### src/rtl/apb_pkg.sv
// Shared APB definitions.
// Holds the requester FSM state encoding, the slave-side operation encoding,
// and the default data width, address width and wait-state timeout.
package apb_pkg;

  localparam int K_DEF       = 8;
  localparam int A_DEF       = 4;
  localparam int TIMEOUT_DEF = 16;

  // Requester FSM. 2'b11 is unused and falls back to IDLE.
  typedef enum logic [1:0] {
    IDLE   = 2'b00,
    SETUP  = 2'b01,
    ACCESS = 2'b10
  } apb_state_t;

  // Slave-side decode of the current bus cycle.
  typedef enum logic [1:0] {
    OP_IDLE  = 2'b00,
    OP_WRITE = 2'b01,
    OP_READ  = 2'b10
  } apb_op_t;

endpackage

### src/rtl/apb_wait_timer.sv
// Counts consecutive wait-state cycles of one APB access.
// Ports:
//   clk, rst_n : clock and asynchronous active-low reset
//   clear      : forces the count back to zero (any cycle outside ACCESS)
//   enable     : ACCESS cycle with the slave not ready
//   expired    : high in the wait cycle that completes TIMEOUT low cycles
module apb_wait_timer
  import apb_pkg::*;
#(
  parameter int TIMEOUT = TIMEOUT_DEF
) (
  input  logic clk,
  input  logic rst_n,
  input  logic clear,
  input  logic enable,
  output logic expired
);

  localparam int CW = (TIMEOUT > 1) ? $clog2(TIMEOUT) : 1;
  localparam logic [CW-1:0] LAST = CW'(TIMEOUT - 1);

  logic [CW-1:0] cnt_q;
  logic [CW-1:0] cnt_d;

  always_comb begin
    cnt_d = cnt_q;
    if (clear) begin
      cnt_d = '0;
    end else if (enable) begin
      cnt_d = cnt_q + CW'(1);
    end
  end

  always_ff @(posedge clk or negedge rst_n) begin
    if (!rst_n) begin
      cnt_q <= '0;
    end else begin
      cnt_q <= cnt_d;
    end
  end

  // The count holds the number of earlier low cycles, so reaching LAST while
  // still low means this is the TIMEOUT-th consecutive low cycle.
  assign expired = enable && (cnt_q == LAST);

endmodule

### src/rtl/apb_master.sv
// APB requester: takes single read/write commands on a valid/ready port,
// runs them as SETUP + ACCESS on the APB bus, honours PREADY wait states,
// aborts after TIMEOUT consecutive wait cycles, and reports completion on a
// one-cycle response strobe.
// Ports:
//   PCLK, Presetn                    : clock, asynchronous active-low reset
//   req_valid/req_ready              : command handshake (ready only in IDLE)
//   req_write/req_addr/req_wdata     : command contents
//   rsp_valid/rsp_rdata/rsp_err      : completion strobe, read data, timeout flag
//   Psel/Penable/Pwrite/Paddress/Pwdata : APB request signals (registered)
//   Pready/PRdata                    : APB slave response, used only in ACCESS
module apb_master
  import apb_pkg::*;
#(
  parameter int K       = K_DEF,
  parameter int A       = A_DEF,
  parameter int TIMEOUT = TIMEOUT_DEF
) (
  input  logic         PCLK,
  input  logic         Presetn,
  input  logic         req_valid,
  output logic         req_ready,
  input  logic         req_write,
  input  logic [A-1:0] req_addr,
  input  logic [K-1:0] req_wdata,
  output logic         rsp_valid,
  output logic [K-1:0] rsp_rdata,
  output logic         rsp_err,
  output logic         Psel,
  output logic         Penable,
  output logic         Pwrite,
  output logic [A-1:0] Paddress,
  output logic [K-1:0] Pwdata,
  input  logic         Pready,
  input  logic [K-1:0] PRdata
);

  apb_state_t   state_q, state_d;
  logic         psel_q, psel_d;
  logic         penable_q, penable_d;
  logic         pwrite_q, pwrite_d;
  logic [A-1:0] paddr_q, paddr_d;
  logic [K-1:0] pwdata_q, pwdata_d;
  logic         rsp_valid_q, rsp_valid_d;
  logic         rsp_err_q, rsp_err_d;
  logic [K-1:0] rsp_rdata_q, rsp_rdata_d;
  logic         wait_expired;

  apb_wait_timer #(
    .TIMEOUT(TIMEOUT)
  ) u_wait_timer (
    .clk    (PCLK),
    .rst_n  (Presetn),
    .clear  (state_q != ACCESS),
    .enable ((state_q == ACCESS) && !Pready),
    .expired(wait_expired)
  );

  // Psel/Penable are registered, so they are computed for the state being
  // entered rather than decoded from the current one.
  always_comb begin
    state_d     = state_q;
    psel_d      = 1'b0;
    penable_d   = 1'b0;
    pwrite_d    = pwrite_q;
    paddr_d     = paddr_q;
    pwdata_d    = pwdata_q;
    rsp_valid_d = 1'b0;
    rsp_err_d   = 1'b0;
    rsp_rdata_d = rsp_rdata_q;
    unique case (state_q)
      IDLE: begin
        if (req_valid) begin
          pwrite_d = req_write;
          paddr_d  = req_addr;
          pwdata_d = req_wdata;
          psel_d   = 1'b1;
          state_d  = SETUP;
        end
      end
      SETUP: begin
        psel_d    = 1'b1;
        penable_d = 1'b1;
        state_d   = ACCESS;
      end
      ACCESS: begin
        if (Pready) begin
          rsp_valid_d = 1'b1;
          rsp_rdata_d = pwrite_q ? '0 : PRdata;
          state_d     = IDLE;
        end else if (wait_expired) begin
          rsp_valid_d = 1'b1;
          rsp_err_d   = 1'b1;
          rsp_rdata_d = '0;
          state_d     = IDLE;
        end else begin
          psel_d    = 1'b1;
          penable_d = 1'b1;
        end
      end
      default: begin
        state_d = IDLE;
      end
    endcase
  end

  always_ff @(posedge PCLK or negedge Presetn) begin
    if (!Presetn) begin
      state_q     <= IDLE;
      psel_q      <= 1'b0;
      penable_q   <= 1'b0;
      pwrite_q    <= 1'b0;
      paddr_q     <= '0;
      pwdata_q    <= '0;
      rsp_valid_q <= 1'b0;
      rsp_err_q   <= 1'b0;
      rsp_rdata_q <= '0;
    end else begin
      state_q     <= state_d;
      psel_q      <= psel_d;
      penable_q   <= penable_d;
      pwrite_q    <= pwrite_d;
      paddr_q     <= paddr_d;
      pwdata_q    <= pwdata_d;
      rsp_valid_q <= rsp_valid_d;
      rsp_err_q   <= rsp_err_d;
      rsp_rdata_q <= rsp_rdata_d;
    end
  end

  assign req_ready = (state_q == IDLE);
  assign Psel      = psel_q;
  assign Penable   = penable_q;
  assign Pwrite    = pwrite_q;
  assign Paddress  = paddr_q;
  assign Pwdata    = pwdata_q;
  assign rsp_valid = rsp_valid_q;
  assign rsp_err   = rsp_err_q;
  assign rsp_rdata = rsp_rdata_q;

endmodule

### config.mk
export PLATFORM = sky130hd
export DESIGN_NAME = apb_master
export DESIGN_NICKNAME = d
export VERILOG_FILES = /design/src/rtl/apb_pkg.sv /design/src/rtl/apb_wait_timer.sv /design/src/rtl/apb_master.sv
export SDC_FILE = /design/constraint.sdc
export NUM_CORES = 1
export LEC_CHECK = 0
export CORE_ASPECT_RATIO = 1.75
export CORE_MARGIN = 2
export CORE_UTILIZATION = 46
export CTS_CLUSTER_DIAMETER = 50
export DETAILED_ROUTE_END_ITERATION = 10
export PLACE_DENSITY = 0.9
export SETUP_SLACK_MARGIN = 0.05
export SLEW_MARGIN = 20
export SYNTH_ARGS = -nofsm -noshare
export SYNTH_HDL_FRONTEND = slang
export SYNTH_SLANG_ARGS = --single-unit
### constraint.sdc
create_clock -name PCLK -period 2.8 [get_ports PCLK]
set_clock_uncertainty 0.1 [all_clocks]
set_input_delay 0.56 -clock PCLK [delete_from_list [all_inputs] [get_ports PCLK]]
set_output_delay 0.56 -clock PCLK [all_outputs]
set_load 0.01 [all_outputs]
-- After elaboration in Yosys (flattened, before gate mapping)
Cells that the tools add are included.
- flip-flop bits (word level): 31
- bits in latches: 0
- RAM bits: 0
- memory bits (read-only): 0
- input bits: 25
- output and inout port bits: 26
- logic and storage cells: 45
- memories: 0
- add/subtract/negate cells: 1
- multiply operators: 0
- div/mod/pow operators: 0
- $lt $le $gt $ge: 0
- eq/ne operators: 6
- shift-type cells: 0
- multiplexer cells: 19
- bitwise gates (word level): 0
- reductions and logical operators: 9
- operators by type and width (kind ; count):
    $mux W8 ; 3
    $mux W1 ; 8
    $mux W4 ; 2
    $mux W2 ; 3
    $pmux W2 S3 ; 1
    $reduce_and A2 Y1 ; 3
    $add A4 B1 Y4 const B ; 1
    $eq A4 B4 Y1 const B ; 1
    $ne A2 B2 Y1 const B ; 2
    $reduce_bool A2 Y1 ; 2
    $ne A3 B2 Y1 const B ; 1
    $pmux W1 S3 ; 1
    $eq A2 B1 Y1 const B ; 1
    $eq A2 B2 Y1 const B ; 1
    $logic_and A1 B1 Y1 ; 2
    $logic_not A2 Y1 ; 1
    $pmux W1 S2 ; 1
    $logic_not A1 Y1 ; 1

-- Depth between registers and ports, before layout
Gate-level depths: netlist (run 1).
- depth after elaboration: 6
- depth in mapped cells: 5
- depth with buffers taken out: 5

-- Hierarchy
From an unflattened synthesis (run 1), not the netlist that was laid out.
- cells, all modules: 108
- area total of the unflattened synthesis: 1383.8 um^2
- modules (own cells, without submodules) (module ; instances ; cells each ; area each (um^2) ; sequential area each (um^2)):
    apb_master ; 1 ; 90 ; 1156.1 ; 675.6
    apb_wait_timer ; 1 ; 18 ; 227.7 ; 100.1

-- Least setup slack after synthesis (run 1)
No wires, ideal clock.
- path kind: reg2reg
- from: reg state_q[0]
- to: reg paddr_q[0], in the netlist Paddress[0]
- setup time: 0.125 ns
- arrival: 1.355 ns
- required time: 2.575 ns
- slack: 1.221 ns
- cell stages (with the launch flop): 6
- buffers on the path: 1
- clock period less this slack: 1.579 ns
- cell sequence: dfrtp_1 inv_1 ha_1 nand2_1 buf_4 mux2_2
- word-level cells in the longest chain between the ends: 2
- ends and longest elaborated chain (element ; line ; text):
    start: declaration ; apb_master.sv:38 ; apb_state_t state_q, state_d;
    start signal: assignment ; apb_master.sv:119 ; state_q <= state_d;
    $logic_not A2 Y1 ; - ;
    net req_ready ; apb_master.sv:22 ; output logic req_ready,
    $reduce_and A2 Y1 (no source line) ; - ;
    end signal: assignment ; apb_master.sv:123 ; paddr_q <= paddr_d;
    end: declaration ; apb_master.sv:42 ; logic [A-1:0] paddr_q, paddr_d;
The timed path passes the listed nets, and every way through them passes these cells.
A chain may end at the register's enable or synchronous reset.

-- Worst setup path in the final report (run 1)
- from: reg state_q[0]
- to: out req_ready
- word-level cells in the longest chain between the ends: 1
- ends and longest elaborated chain (element ; line ; text):
    $logic_not A2 Y1 ; apb_master.sv:131 ; assign req_ready = (state_q == IDLE);
    end: declaration ; apb_master.sv:22 ;
No other way between the ends.

==> results of run 1 <==
[critical path: stages (launching register included)]
cell             delay [ps]
dfrtp_1                 410
inv_1                   120
ha_1                    200
clkdlybuf4s50_1         550
[registers in the layout, summed over array words and instances (netlist names)]
name / flops
Penable: 1
rsp_valid: 1
rsp_err: 1
Paddress: 4
rsp_rdata: 8
u_wait_timer.cnt_q: 4
Psel: 1
Pwdata: 8
state_q: 2
Pwrite: 1
[synth_stat cells]
| library cell | instances |
|---|---|
| buf_4 | 3 |
| nor2b_1 | 3 |
| a22o_2 | 8 |
| nand3_1 | 1 |
| nand2_1 | 1 |
| inv_1 | 3 |
| a21oi_2 | 1 |
| nand4b_1 | 1 |
| xnor2_1 | 3 |
| o21ai_2 | 1 |
| dfrtp_1 | 31 |
| and2_2 | 1 |
| mux2i_1 | 1 |
| nand2b_1 | 1 |
| mux2_2 | 15 |
| and2_1 | 3 |
| ha_1 | 6 |
| and3_2 | 1 |
| and3b_2 | 1 |
| nor2b_4 | 1 |
| a21oi_1 | 2 |
[through the flow]
stage | hold WS, ps | utilization, % | setup slack, ps | instance area [µm²] | total power, mW
global placement | 386 | 67.5 | 766 | 1820 | 1.50
finish | 403 | 70.8 | 592 | 1900 | 1.88
detailed placement | 391 | 67.5 | 721 | 1820 | 1.54
floorplan | 164 | - | 1220 | 1300 | 1.11
CTS | 406 | 70.8 | 586 | 1900 | 1.90
global route | 423 | 70.8 | 492 | 1900 | 2.00
[final timing paths]
check	cells past startpoint	end
min	1	Pwdata[1]
max reg2reg	4	Paddress[0]
min in group asynchronous	2	rsp_rdata[5]
min reg2reg	1	Pwdata[1]
max	3	req_ready
max in group asynchronous	2	Pwdata[0]
[routing by layer]
metal  wire (µm)  up-vias  part of all wire (%)  track usage (%)
li1            -      412                     -                -
met2        1690       35                    57             36.9
met3         180        6                   6.0             5.83
met4          56        0                   1.9             9.76
met5           0        -                     0                0
met1        1050      432                    35             20.1
[power breakdown]
| group | switching, mW | internal (mW) | leakage [nW] |
|---|---|---|---|
| clock network | 0.150 | 0.192 | 0.0470 |
| logic | 0.310 | 0.508 | 0.412 |
| registers | 0.0996 | 0.620 | 0.391 |
| total | 0.560 | 1.32 | 0.849 |
[area by class of cell]
cell class / instances / area, µm² / area share (%)
Inverter: 3 / 11.3 / 0.591
Tap cell: 27 / 33.8 / 1.77
Timing Repair Buffer: 51 / 508 / 26.7
Clock inverter: 1 / 5.00 / 0.263
Multi-Input combinational cell: 51 / 488 / 25.6
Sequential cell: 31 / 776 / 40.7
Clock buffer: 6 / 82.6 / 4.34
[kinds of logic (layout without fill, tap and decap cells)]
family                     after synthesis  after routing  synth area share [%]
AOI/OAI and AO/OA                       12             12                  8.29
xor gates and xnor gates                 3              3                  2.03
adders and majority gates                6              6                  5.79
buffers and inverters                    6             61                  2.60
DFF                                     31             31                  59.8
muxes                                   16             16                  13.8
and+or+nand+nor                         14             14                  7.71
==> results.toml, run 1 <==
[clock_tree]
clkTransAtPathRegs_ps = 60
cts_tree = "built"
htreeDepth = 2
cts.sinks = 31
numCtsBuffers = 5
post-cts-setup-buffer-count = 0
ctsResizeCount = 0
cts_max_path_buffers = 2
ctsHoldBuffers = 0
root_buffer = "clkbuf_8"
clk_latency_ps = 270

[power]
p_per_area_nw_per_um2 = 987
ir_worst_vdd_uv = 617
leakage_nw = 0.849

[floorplanning]
start_util_pct = 48.2
die_h_um = 74.3
core_region_area_um2 = 2690
ios = 51
die_area_um2 = 3280
placementRows = 25
die_w_um = 44.1

[yosys]
yosysWarnings = 0
postSynthCellCount = 88
syn-num-nets = 119
synth.avg_cell_area_um2 = 14.7
yosys.area.top_type = "dfrtp_1"
yosys.cell_types.count = 21
synth_seq_cells = 31
yosys-top-cells-area = "dfrtp_1, mux2_2, a22o_2"
netlist.area_leader.share_pct = 59.8
ys_seq_area_share_pct = 59.8
netlist_area_um2 = 1300

[global_route]
grt_pass1_vias = 978
grt_max_degree = 32
grt_antenna_before_repair = 0
grt_pass1_wl_um = 4640
grt_use_total_pct = 20.2
grt_overflow = 0

[timing]
hold_viol = 0
setup_viol = 0
tightest_slew_ps = 594
slew_headroom_pct = 60.3
max_freq_mhz = 453
rsz0062_at_grt = "no"
fin_crit_ps = 2210
finalMaxSlewViolations = 0
fin_crit_sh_pct = 78.8
fin_setup_tns_ps = 0

[route]
firstDrtPassIters = 4
vias = 885
wire_per_inst_um = 17.5
routed_wl_um = 2980
drc = 0
viasPerCell = 5.21
drt-initial-drc-count = 7
ant_nets = 0

[critical_path]
rr_startpoint = "state_q[0]"
worstPathArrival_ps = 1550
worst-path-max-fanout = 4
crit_type = "reg -> out"
start_kind = "register"
required_ps = 2140
crit_path_start = "state_q[0]"
r2r_setup_slack_ps = 1000
worstSetupEndpointType = "output pin"

[final_layout]
final_cell_mix = "clkdlybuf4s50_1, dfrtp_1, mux2_2, a22o_2"
drive_gt1_share_pct = 25.9
final_cell_count_no_fill = 170
num-nets-final = 174
fillerInstances = 191
area_growth_pct = 46.8
mostFrequentLayoutCell = "clkdlybuf4s50_1"
antenna_cells = 0

[place]
place.gp.congestion = 0.713
dp_cells = 163
place_hpwl_um = 2130
io_buffer_count = 50

[hold_path]
worstHoldPathType = "reg -> reg"
min_from = "Pwdata[1]"

[run]
cap_viol_max_count = 0

[outcome]
status = "completed"
No activity file was read; power rests on OpenSTA's default activity.
==> run 2, diff against run 1 <==
- CORE_UTILIZATION: 46 -> 38
- PLACE_DENSITY: 0.9 -> 0.8
- clock period: 2.8 -> 1.8 ns (I/O delays scaled with it)
==> run 2 against run 1 <==
Effect of this change:
- sequential cell count did not move
- worst setup slack got worse by 450 ps
- combinational power rose by 58%
- via count rose by 3.5%
- highest routed layer unchanged
- sequential power rose by 53%
- non-clock buffer count rose by 4
- critical path depth fell by 2
- hold slack got worse by 30 ps
- global-route usage fell by 5.7 points
- register-to-register slack got worse by 820 ps
- cell count rose by 14%
- largest power group unchanged
==> results.toml, run 2 (same netlist as run 1, synthesis figures left out) <==
[outcome]
status = "completed"

[route]
firstDrtPassIters = 3
ant_nets = 0
viasPerCell = 4.75
routed_wl_um = 2680
wire_per_inst_um = 13.9
drc = 0
drt-initial-drc-count = 7
vias = 916

[timing]
setup_viol = 0
rsz0062_at_grt = "no"
max_freq_mhz = 604
tightest_slew_ps = 394
finalMaxSlewViolations = 0
hold_viol = 0
whs_ps = 374
fin_crit_sh_pct = 92.0
fin_setup_tns_ps = 0
slew_headroom_pct = 73.7
fin_crit_ps = 1660

[final_layout]
final_cell_mix = "clkdlybuf4s50_1, dfrtp_1, mux2_2, a22o_2, clkbuf_8"
register_area_um2 = 776
antenna_cells = 0
mostFrequentLayoutCell = "clkdlybuf4s50_1"
final_cell_count_no_fill = 193
num-nets-final = 178
fillerInstances = 258
area_growth_pct = 51.4
drive_gt1_share_pct = 28.4
multi_input_area_um2 = 488
final_cell_area_um2 = 1960

[clock_tree]
clkTransAtPathRegs_ps = 60
cts.sinks = 31
clk_latency_ps = 280
ctsHoldBuffers = 0
root_buffer = "clkbuf_8"
numCtsBuffers = 5
cts_max_path_buffers = 2
htreeDepth = 2
cts_tree = "built"

[place]
dp_cells = 184
place_hpwl_um = 2000
io_buffer_count = 50
place.gp.congestion = 0.622
place_area_um2 = 1860

[critical_path]
worstPathArrival_ps = 1200
worstPathCellList = "clkdlybuf4s50_1"
rr_startpoint = "state_q[0]"
cp_num_buf_inv = 1
required_ps = 1340
crit_path_start = "Pwrite"
worstSetupEndpointType = "output pin"
slowest_stage = "clkdlybuf4s50_1"
r2r_setup_slack_ps = 180
start_kind = "register"
worst-path-max-fanout = 3
cp_slowest_stage_delay_ps = 540
crit_type = "reg -> out"
cpLargestDelayFamily = "buffers and inverters"

[floorplanning]
die_h_um = 81.3
placementRows = 28
ios = 51
die_area_um2 = 3920
start_util_pct = 39.0
die_w_um = 48.2
core_region_area_um2 = 3330

[global_route]
grt_pass1_wl_um = 3850
grt_max_degree = 32
grt_antenna_before_repair = 0
grt_overflow = 0
grt_use_total_pct = 14.5
grt_pass1_vias = 868

[power]
p_per_area_nw_per_um2 = 1510
leakage_nw = 0.873
ir_worst_vdd_uv = 862
power_mw = 2.97

[hold_path]
worstHoldPathType = "in -> async"

[run]
cap_viol_max_count = 0
-- run 2: cell count changes in the layout (fill, tap and decap cells not counted) --
cell	previous run	this run
buf_4	1	5
clkbuf_1	0	1
clkdlybuf4s50_1	50	49
clkbuf_8	6	7
clkbuf_2	0	1
clkinv_2	1	0
-- run 2: power by group --
| part | switching [mW] | internal [mW] |
|---|---|---|
| Sequential | 0.136 | 0.964 |
| Combinational | 0.482 | 0.807 |
| Clock | 0.233 | 0.348 |
| Total | 0.851 | 2.12 |
-- run 2: final timing paths --
kind                               end  depth (start not counted)
max                             Pwrite                          1
min                         state_q[1]                          2
max reg2reg                 state_q[0]                          5
min reg2reg                Paddress[0]                          1
max in group asynchronous  Paddress[0]                          2
min in group PCLK          Paddress[0]                          1
-- run 2: final cells by class --
| cell class | count | share of cell area [%] |
|---|---|---|
| Inverter | 3 | 0.573 |
| Tap cell | 45 | 2.87 |
| Timing Repair Buffer | 55 | 27.1 |
| Clock buffer | 8 | 5.10 |
| Sequential cell | 31 | 39.5 |
| Multi-Input combinational cell | 51 | 24.8 |
-- run 2: per-stage QoR --
| stage | util [%] | worst slack [ps] |
|---|---|---|
| 2_1_floorplan | - | 221 |
| 3_3_place_gp | 55.9 | 42.6 |
| 3_5_place_dp | 55.9 | 14.5 |
| 4_1_cts | 59.2 | 50.0 |
| 5_1_grt | 59.0 | 100 |
| 6_report | 59.0 | 144 |
-- run 2: worst register-to-register path, cell delays in order, from the launching register on --
cell     delay [ps]
dfrtp_1         350
inv_1            80
ha_1            290
nor2b_4         170
a21oi_2         170
mux2_2          350
-- run 2: routing by layer --
layer  vias to the layer above  GRT usage [%]  wire length (µm)  share of wire (%)
met2                        30           24.5              1490                 56
li1                        422              -                 -                  -
met1                       459           14.2               967                 36
met4                         0           8.92                72                2.7
met5                         -              0                 0                  0
met3                         5           4.44               148                5.5
-- run 2: repair_timing --
item	CTS	global route
setup buffers	1	0
gates resized for setup	2	1
endpoints found under the setup margin	1	1
gates cloned	0	0
==> run 3, diff against run 2 <==
- ABC_AREA: not set -> 1
- CORE_MARGIN: 2 -> 1.5
- CORE_UTILIZATION: 38 -> 39
- GPL_TIMING_DRIVEN: not set -> 0
- PLACE_DENSITY: 0.8 -> 0.81
==> run 3 against run 2 <==
Effect of this change:
- non-clock buffer count is 1 higher
- maximum frequency shrank 1.6%
- synthesized cell count is 70% higher
- critical path type unchanged
- critical endpoint unchanged
- largest power group unchanged
==> results.toml, run 3 <==
[critical_path]
rr_startpoint = "state_q[0]"
cp_slowest_stage_delay_ps = 550
worstSetupEndpointType = "output pin"
required_ps = 1340
slowest_stage = "clkdlybuf4s50_1"
cpLargestDelayFamily = "buffers and inverters"
cp_num_buf_inv = 1
worst-path-max-fanout = 3
worstPathCellList = "clkdlybuf4s50_1"
crit_type = "reg -> out"
worstPathArrival_ps = 1220
r2r_setup_slack_ps = 300
start_kind = "register"
worstReg2RegEnd = "rsp_rdata[7]"
reg2reg_depth = 5

[yosys]
synth_seq_cells = 31
yosysWarnings = 0
synth-xor-area-share_pct = 0
synth_edf_count = 0
ys.flop_type = "dfrtp_1"
synth_simple_gate_area_share_pct = 32.0
postSynthCellCount = 150
async_flop_share_pct = 100
synth_top_family_by_area = "simple AND/OR/NAND/NOR gates"
yosys.cell_types.count = 18
netlist_area_um2 = 1380
ys_seq_area_share_pct = 56.2
syn-num-nets = 181
yosys.area_share.adder_pct = 5.44
synthMuxAreaShare_pct = 0
netlist.area_leader.share_pct = 56.2
yosys-top-cells-area = "dfrtp_1, nand2_1, nand3_1"
yosys.area.top_type = "dfrtp_1"
synth.avg_cell_area_um2 = 9.20
synth_most_common_cell = "nand2_1"
synth_compound_area_share_pct = 1.54
synthTopCellsByCount = "nand2_1, dfrtp_1, nand3_1"

[global_route]
grt_pass1_vias = 1109
grt_pass1_wl_um = 4660
grt_max_degree = 32
grt_antenna_before_repair = 0
grt_use_total_pct = 16.6
grt_overflow = 0

[final_layout]
num-nets-final = 240
mostFrequentLayoutCell = "nand2_1"
area_growth_pct = 48.1
final_cell_mix = "nand2_1, clkdlybuf4s50_1, dfrtp_1, nand3_1"
final_cell_area_um2 = 2040
drive_gt1_share_pct = 14.4
fillerInstances = 329
antenna_cells = 0

[route]
drc = 0
vias = 1130
viasPerCell = 4.45
ant_nets = 0
firstDrtPassIters = 4
routed_wl_um = 2710
drt-initial-drc-count = 10
wire_per_inst_um = 10.6

[timing]
fin_crit_ps = 1680
setup_viol = 0
fin_crit_sh_pct = 93.5
rsz0062_at_grt = "no"
hold_viol = 0
whs_ps = 15.3
tightest_slew_ps = 668
fin_setup_tns_ps = 0
finalMaxSlewViolations = 0
max_freq_mhz = 594
slew_headroom_pct = 55.5
setup_slack_ps = 117

[hold_path]
worstHoldPathType = "in -> async"

[power]
ir_worst_vdd_uv = 837
leakage_nw = 1.01
p_per_area_nw_per_um2 = 1460

[place]
place_hpwl_um = 2060
preCtsSetupSlack_ps = -123
io_buffer_count = 50
place.gp.congestion = 0.804
place_area_um2 = 1930

[floorplanning]
die_w_um = 48.0
ios = 51
die_h_um = 81.7
core_region_area_um2 = 3400
placementRows = 28
start_util_pct = 40.6
die_area_um2 = 3920

[clock_tree]
ctsHoldBuffers = 0
cts_tree = "built"
clkTransAtPathRegs_ps = 60
numCtsBuffers = 5
htreeDepth = 2
clk_latency_ps = 270
cts.sinks = 31
root_buffer = "clkbuf_8"
cts_max_path_buffers = 2

[outcome]
status = "completed"

[run]
cap_viol_max_count = 0
## run 3: cell count changes after synthesis, sizes merged, moves of 7 or more
cell	delta
a22o	-8
inv	+7
mux2	-15
nand2	+61
nand3	+25
nor2	+7
## run 3: worst max-delay path by stage
stage	start	endpoint	slack [ps]	cells past startpoint
after floorplan	state_q[0]	Pwrite	420	6
after global placement	Presetn	Paddress[3]	-300	1
after detailed placement	state_q[0]	req_ready	-120	3
after CTS	Pwrite	Pwrite	60	1
after global routing	Pwrite	Pwrite	60	1
final	Pwrite	Pwrite	120	1
## run 3: final cells by class
class,count,area [µm²],share of cell area (%)
Timing Repair Buffer,52,505,24.7
Buffer,4,28.8,1.41
Tap cell,45,56.3,2.76
Multi-Input combinational cell,105,551,26.9
Clock buffer,6,82.6,4.04
Inverter,10,37.5,1.84
Clock inverter,1,5.00,0.245
Sequential cell,31,777,38.0
## run 3: power breakdown
part	internal, mW	leakage [nW]	switching (mW)	total, mW
logic	0.716	0.567	0.622	1.34
registers	0.960	0.396	0.155	1.11
clock network	0.299	0.0470	0.230	0.529
total	1.98	1.01	1.01	2.98
## run 3: routing by layer
layer  part of all wire (%)  global-route usage [%]  vias to the layer above
met3                    4.6                    3.96                        6
li1                       -                       -                      592
met4                    2.3                    8.11                        0
met5                      0                       0                        -
met1                     39                    18.0                      498
met2                     54                    28.5                       34
## run 3: timing repair
item,in CTS,in global routing
resized for setup,6,2
endpoints found under the setup margin,1,2
buffers inserted,0,2
## run 3: logic make-up (layout without fill, tap and decap cells)
| family | after synthesis | after routing |
|---|---|---|
| AO/OA/AOI/OAI | 3 | 3 |
| adder cells (fa/ha/maj) | 6 | 6 |
| AND/OR/NAND/NOR | 96 | 96 |
| buffers and inverters | 14 | 73 |
| flip-flops | 31 | 31 |
## run 3: worst register-to-register path, stage by stage (launching register included)
cell and delay, ps:
dfrtp_1 420, inv_2 110, ha_1 290, nand4_2 270
nand3_1 150, nand2_1 50
## run 3: metrics by stage
step	util (%)	std cells	power, mW
after floorplan	-	150	1.75
after global placement	57.0	245	2.39
after detailed placement	56.8	245	2.42
after CTS	59.8	252	3.00
after global routing	60.1	254	3.22
final	60.1	254	2.98
